File: config.mk
export PLATFORM = sky130hd
export DESIGN_NAME = io_buttons
export DESIGN_NICKNAME = d
export VERILOG_FILES = /design/src/rtl/io_buttons.sv
export SDC_FILE = /design/constraint.sdc
export NUM_CORES = 1
export LEC_CHECK = 0
export ABC_CLOCK_PERIOD_IN_PS = 1700
export CELL_PAD_IN_SITES_DETAIL_PLACEMENT = 0
export CELL_PAD_IN_SITES_GLOBAL_PLACEMENT = 1
export CORE_UTILIZATION = 32
export DETAILED_ROUTE_END_ITERATION = 10
export GPL_ROUTABILITY_DRIVEN = 1
export PLACE_DENSITY = 0.82
export SETUP_SLACK_MARGIN = 0.15
export SLEW_MARGIN = 20
export SYNTH_ARGS = -nofsm -noshare
export SYNTH_HDL_FRONTEND = slang
export SYNTH_SLANG_ARGS = --single-unit
File: constraint.sdc
create_clock -name CLK -period 1.7 [get_ports CLK]
set_clock_uncertainty 0.15 [all_clocks]
set_input_delay 0.34 -clock CLK [delete_from_list [all_inputs] [get_ports CLK]]
set_output_delay 0.34 -clock CLK [all_outputs]
set_load 0.01 [all_outputs]
File: src/rtl/io_buttons.sv
// Memory-mapped button peripheral: synchronise, debounce and edge-detect the
// BUTTONS pins, keep sticky flags, press counters and a level interrupt.
module io_buttons #(
  parameter int unsigned NUM_BUTTONS     = 3,
  parameter int unsigned DEBOUNCE_CYCLES = 16,
  parameter int unsigned CNT_WIDTH       = 8
) (
  input  logic                   CLK,
  input  logic                   RESET,
  input  logic                   SEL,
  input  logic [31:0]            ADDR,
  input  logic [31:0]            WDATA,
  input  logic [4:0]             WMASK,
  input  logic [NUM_BUTTONS-1:0] BUTTONS,
  output logic [31:0]            rdata,
  output logic                   irq
);

  localparam int unsigned NB     = NUM_BUTTONS;
  localparam int unsigned DB_W   = (DEBOUNCE_CYCLES > 1) ? $clog2(DEBOUNCE_CYCLES) : 1;
  localparam int unsigned PACK_W = NUM_BUTTONS * CNT_WIDTH;
  localparam logic [DB_W-1:0] DB_LAST = DB_W'(DEBOUNCE_CYCLES - 1);

  localparam logic [2:0] OFF_STATE    = 3'b011;
  localparam logic [2:0] OFF_PRESSED  = 3'b100;
  localparam logic [2:0] OFF_RELEASED = 3'b101;
  localparam logic [2:0] OFF_COUNT    = 3'b110;
  localparam logic [2:0] OFF_IRQ_EN   = 3'b111;

  logic [NB-1:0]        s1;
  logic [NB-1:0]        s2;
  logic [NB-1:0]        stable;
  logic [NB-1:0]        pressed;
  logic [NB-1:0]        released;
  logic [NB-1:0]        irq_en;
  logic [DB_W-1:0]      db_cnt [NB];
  logic [CNT_WIDTH-1:0] count  [NB];

  logic [NB-1:0]        accept_c;
  logic [NB-1:0]        rise_c;
  logic [NB-1:0]        fall_c;
  logic                 wr_c;
  logic [2:0]           off_c;
  logic [NB-1:0]        pressed_clr_c;
  logic [NB-1:0]        released_clr_c;
  logic                 count_clr_c;
  logic                 irq_en_wr_c;
  logic [PACK_W-1:0]    count_flat_c;
  logic [PACK_W+31:0]   count_ext_c;
  logic [31:0]          rd_word_c;
  logic                 unused_bits;

  // A level is accepted when the synchronised pin has disagreed for the full window.
  always_comb begin
    accept_c = '0;
    for (int i = 0; i < int'(NB); i++) begin
      accept_c[i] = (s2[i] != stable[i]) && (db_cnt[i] == DB_LAST);
    end
  end

  assign rise_c = accept_c & s2;
  assign fall_c = accept_c & ~s2;

  assign wr_c           = SEL & WMASK[0];
  assign off_c          = ADDR[4:2];
  assign pressed_clr_c  = (wr_c && off_c == OFF_PRESSED)  ? WDATA[NB-1:0] : '0;
  assign released_clr_c = (wr_c && off_c == OFF_RELEASED) ? WDATA[NB-1:0] : '0;
  assign count_clr_c    = wr_c && (off_c == OFF_COUNT);
  assign irq_en_wr_c    = wr_c && (off_c == OFF_IRQ_EN);

  always_comb begin
    count_flat_c = '0;
    for (int i = 0; i < int'(NB); i++) begin
      count_flat_c[i*CNT_WIDTH +: CNT_WIDTH] = count[i];
    end
  end

  // Zero-extend then keep the low word, so any NB*CNT_WIDTH fits 32 bits.
  assign count_ext_c = {32'b0, count_flat_c};

  always_comb begin
    rd_word_c = '0;
    case (off_c)
      OFF_STATE:    rd_word_c = 32'(stable);
      OFF_PRESSED:  rd_word_c = 32'(pressed);
      OFF_RELEASED: rd_word_c = 32'(released);
      OFF_COUNT:    rd_word_c = count_ext_c[31:0];
      OFF_IRQ_EN:   rd_word_c = 32'(irq_en);
      default:      rd_word_c = '0;
    endcase
  end

  always_ff @(posedge CLK) begin
    if (RESET) begin
      s1       <= '0;
      s2       <= '0;
      stable   <= '0;
      pressed  <= '0;
      released <= '0;
      irq_en   <= '0;
      rdata    <= '0;
      irq      <= 1'b0;
      for (int i = 0; i < int'(NB); i++) begin
        db_cnt[i] <= '0;
        count[i]  <= '0;
      end
    end else begin
      s1 <= BUTTONS;
      s2 <= s1;
      for (int i = 0; i < int'(NB); i++) begin
        if (s2[i] == stable[i]) begin
          db_cnt[i] <= '0;
        end else if (db_cnt[i] == DB_LAST) begin
          stable[i] <= s2[i];
          db_cnt[i] <= '0;
        end else begin
          db_cnt[i] <= db_cnt[i] + DB_W'(1);
        end
        // A press on the clearing edge survives as a count of one.
        if (count_clr_c) begin
          count[i] <= CNT_WIDTH'(rise_c[i]);
        end else if (rise_c[i]) begin
          count[i] <= count[i] + CNT_WIDTH'(1);
        end
      end
      pressed  <= (pressed & ~pressed_clr_c) | rise_c;
      released <= (released & ~released_clr_c) | fall_c;
      if (irq_en_wr_c) begin
        irq_en <= WDATA[NB-1:0];
      end
      irq   <= |(pressed & irq_en);
      rdata <= SEL ? rd_word_c : '0;
    end
  end

  assign unused_bits = &{1'b0, ADDR[31:5], ADDR[1:0], WDATA[31:NB], WMASK[4:1],
                         count_ext_c[PACK_W+31:32]};

endmodule
==> impl_metrics.yaml <==
power_and_ir_drop:
  pwr_density_cell_nw_per_um2: 799
  ir_drop_mv: 0.316
  power.leakage_nw: 1.88
  power_mw: 3.67
timing:
  rsz0062_at_grt: "true"
  hold_viol: 0
  max_freq_mhz: 636
  post-route-period-util: 0.925
  setup_violations: 0
  drv_slew: 0
  fin_crit_ns: 1.57
  timing.final.ws_setup_ns: 0.127
clock_network:
  h-tree-depth: 3
  clk_latency_ns: 0.35
  cts_root_buf: "clkbuf_8"
  clkTransAtPathRegs_ns: 0.08
  cts_buffers: 9
  hold_buffers: 0
  clockBufferDepth: 2
  cts_tree: "yes"
  cts.sinks: 79
setup_path:
  worst-setup-path-type: "flop to flop"
  worst_ep_required_time_ns: 1.66
  rr_startpoint: "db_cnt[0][1]"
  slowest_delay_ns: 0.41
  path_cells: "ha_2, buf_4, buf_4, xor2_1, and3_1"
  worst_path_max_delay_cell: "edfxtp_1"
  critPathCaptureType: "flop"
  r2r_end: "db_cnt[0][2]"
  path_max_fanout: 2
  arrival_ns: 1.53
  cp-start-kind: "flop"
  critPathMostFrequentCell: "buf_4"
  r2r_slack_ns: 0.13
  worstRegToRegCells: 5
global_route:
  grt_pass1_wl_um: 11100
  globalRouteOverflowTotal: 0
  grt_max_degree: 22
  grt_pass1_vias: 2432
  track_usage: 0.126
  grt_antenna_before_repair: 0
finish:
  drive_gt1_frac: 0.200
  area_delta_synth_final_pct: 34.4
  nNetsFinal: 495
  fin_area_sq_um: 4590
  final_cell_mix: "dfxtp_1 (43), buf_4 (38), edfxtp_1 (36)"
  antenna_cells: 0
  final_common_cell: "dfxtp_1"
synthesis:
  yosysWarnings: 0
  yosys_most_used_dff: "dfxtp_1"
  synth_seq_cells: 79
  synth-seq-area-share: 0.569
  synthCells: 322
  synthesis.area_sq_um: 3410
  ys_types: 41
  postSynthAreaPerCell_sq_um: 10.6
  synth-async-reset-ratio: 0
  synth_edf_count: 36
floorplan:
  dieArea_sq_um: 11100
  core_sq_um: 10300
  die_width_um: 105
  start_util: 0.331
  die_h_um: 105
  io_pins: 108
  rows: 37
routing:
  wire_per_inst_um: 12.1
  wl_um: 6730
  drt-initial-drc-count: 159
  drtAntennaViolNets: 0
  drt_pass1_iterations: 4
  num_vias: 2579
  via_per_inst: 4.65
  drc_errors: 0
placed_design:
  pre_cts_ws_ns: -0.420
  dpl-instance-area_sq_um: 4160
  place_hpwl_um: 4660
  gp_congestion: 0.844
  port_buffers: 37
flow_run:
  drv_cap: 0
hold_path:
  hold_path_depth: 1
  worst_hold_path.endpoint: "s2[0]"
  hp-start: "s1[0]"
  hold_path.class: "flop to flop"
status:
  status: "finished, final reports clean"
-- layer usage --
metal,GRT usage,share of wire,vias to the layer above
li1,-,-,1304
met1,0.163,0.44,1187
met2,0.202,0.49,76
met3,0.0241,0.049,12
met4,0.0614,0.016,0
met5,0,0,-
-- worst max-delay path: cells and delay by family (launching register included) --
kind | cells | cell delay [ns]
adders and majority gates | 1 | 0.22
DFF | 1 | 0.41
and+or+nand+nor | 1 | 0.18
buffers and inverters | 2 | 0.25
xor gates and xnor gates | 1 | 0.13
-- area by class of cell --
cell class	count	area, sq um
multi-input combinational	232	1550
clock buffer	9	124
fill	1026	5730
tap	136	170
inverter	11	41.3
timing repair buffer	81	699
clock inverter	7	61.3
sequential	79	1940
-- worst max-delay path by stage --
stage | end | cells past startpoint | startpoint | slack (ns)
after floorplan | count[2][5] | 4 | db_cnt[2][0] | 0.13
after global placement | count[1][3] | 5 | ADDR[2] | -0.43
after detailed placement | count[1][4] | 5 | ADDR[2] | -0.42
after CTS | count[0][6] | 4 | db_cnt[0][1] | 0.14
after global routing | count[0][1] | 4 | db_cnt[0][1] | 0.07
final | db_cnt[0][2] | 5 | db_cnt[0][1] | 0.13
-- through the flow --
| stage | hold WS [ns] | instances | utilization | TNS, ns |
|---|---|---|---|---|
| 3_5_place_dp | 0.277 | 522 | 0.403 | -23.56 |
| 2_1_floorplan | 0.264 | 340 | - | 0 |
| 5_1_grt | 0.311 | 555 | 0.445 | 0 |
| 3_3_place_gp | 0.277 | 522 | 0.403 | -23.58 |
| 4_1_cts | 0.298 | 545 | 0.435 | 0 |
| 6_report | 0.294 | 555 | 0.445 | 0 |
-- cell usage after synthesis (all sizes together) (2+ instances only) --
cell / instances / share of area
nor2b: 8 / 0.015
a2111o: 2 / 0.0066
a21oi: 20 / 0.029
edfxtp: 36 / 0.32
inv: 11 / 0.012
o41ai: 2 / 0.0051
nand3: 24 / 0.035
conb: 2 / 0.0022
dfxtp: 43 / 0.25
clkbuf: 9 / 0.0099
nand4: 3 / 0.0055
mux2: 2 / 0.0066
and3: 6 / 0.011
nor2: 25 / 0.027
ha: 6 / 0.022
or3: 11 / 0.020
xnor2: 5 / 0.013
nand2: 15 / 0.016
mux2i: 5 / 0.015
o311ai: 2 / 0.0051
o21ai: 20 / 0.029
and3b: 4 / 0.010
nand3b: 2 / 0.0044
nand2b: 3 / 0.0055
and2: 22 / 0.040
buf: 9 / 0.019
xor2: 13 / 0.033
-- power breakdown --
part | switching, mW | internal (mW)
clock | 0.754 | 0.565
combinational | 0.141 | 0.136
sequential | 0.0426 | 2.03
-- logic make-up (layout without fill, tap and decap cells) --
kind of cell,after synthesis,after routing,share of synthesized area
xor gates and xnor gates,18,18,0.0462
muxes,7,7,0.0213
AOI/OAI and AO/OA,52,52,0.0902
buffers and inverters,29,108,0.0410
DFF,79,79,0.569
other,2,20,0.00220
adders and majority gates,6,6,0.0220
and+or+nand+nor,129,129,0.209
-- flip-flops by register name, summed over array words and instances (netlist names) --
register / cells
count: 24
db_cnt: 12
irq: 1
irq_en: 3
pressed: 3
rdata: 24
released: 3
s1: 3
s2: 3
stable: 3
-- repair_timing --
item                       CTS  global route
setup endpoints to repair   97            59
resized for setup           51            14
pin swaps                    8             7
setup buffers                7             8
hold endpoints to repair     0             0
gates cloned                 0             2
Note: power is estimated with default switching activity, not from simulation.
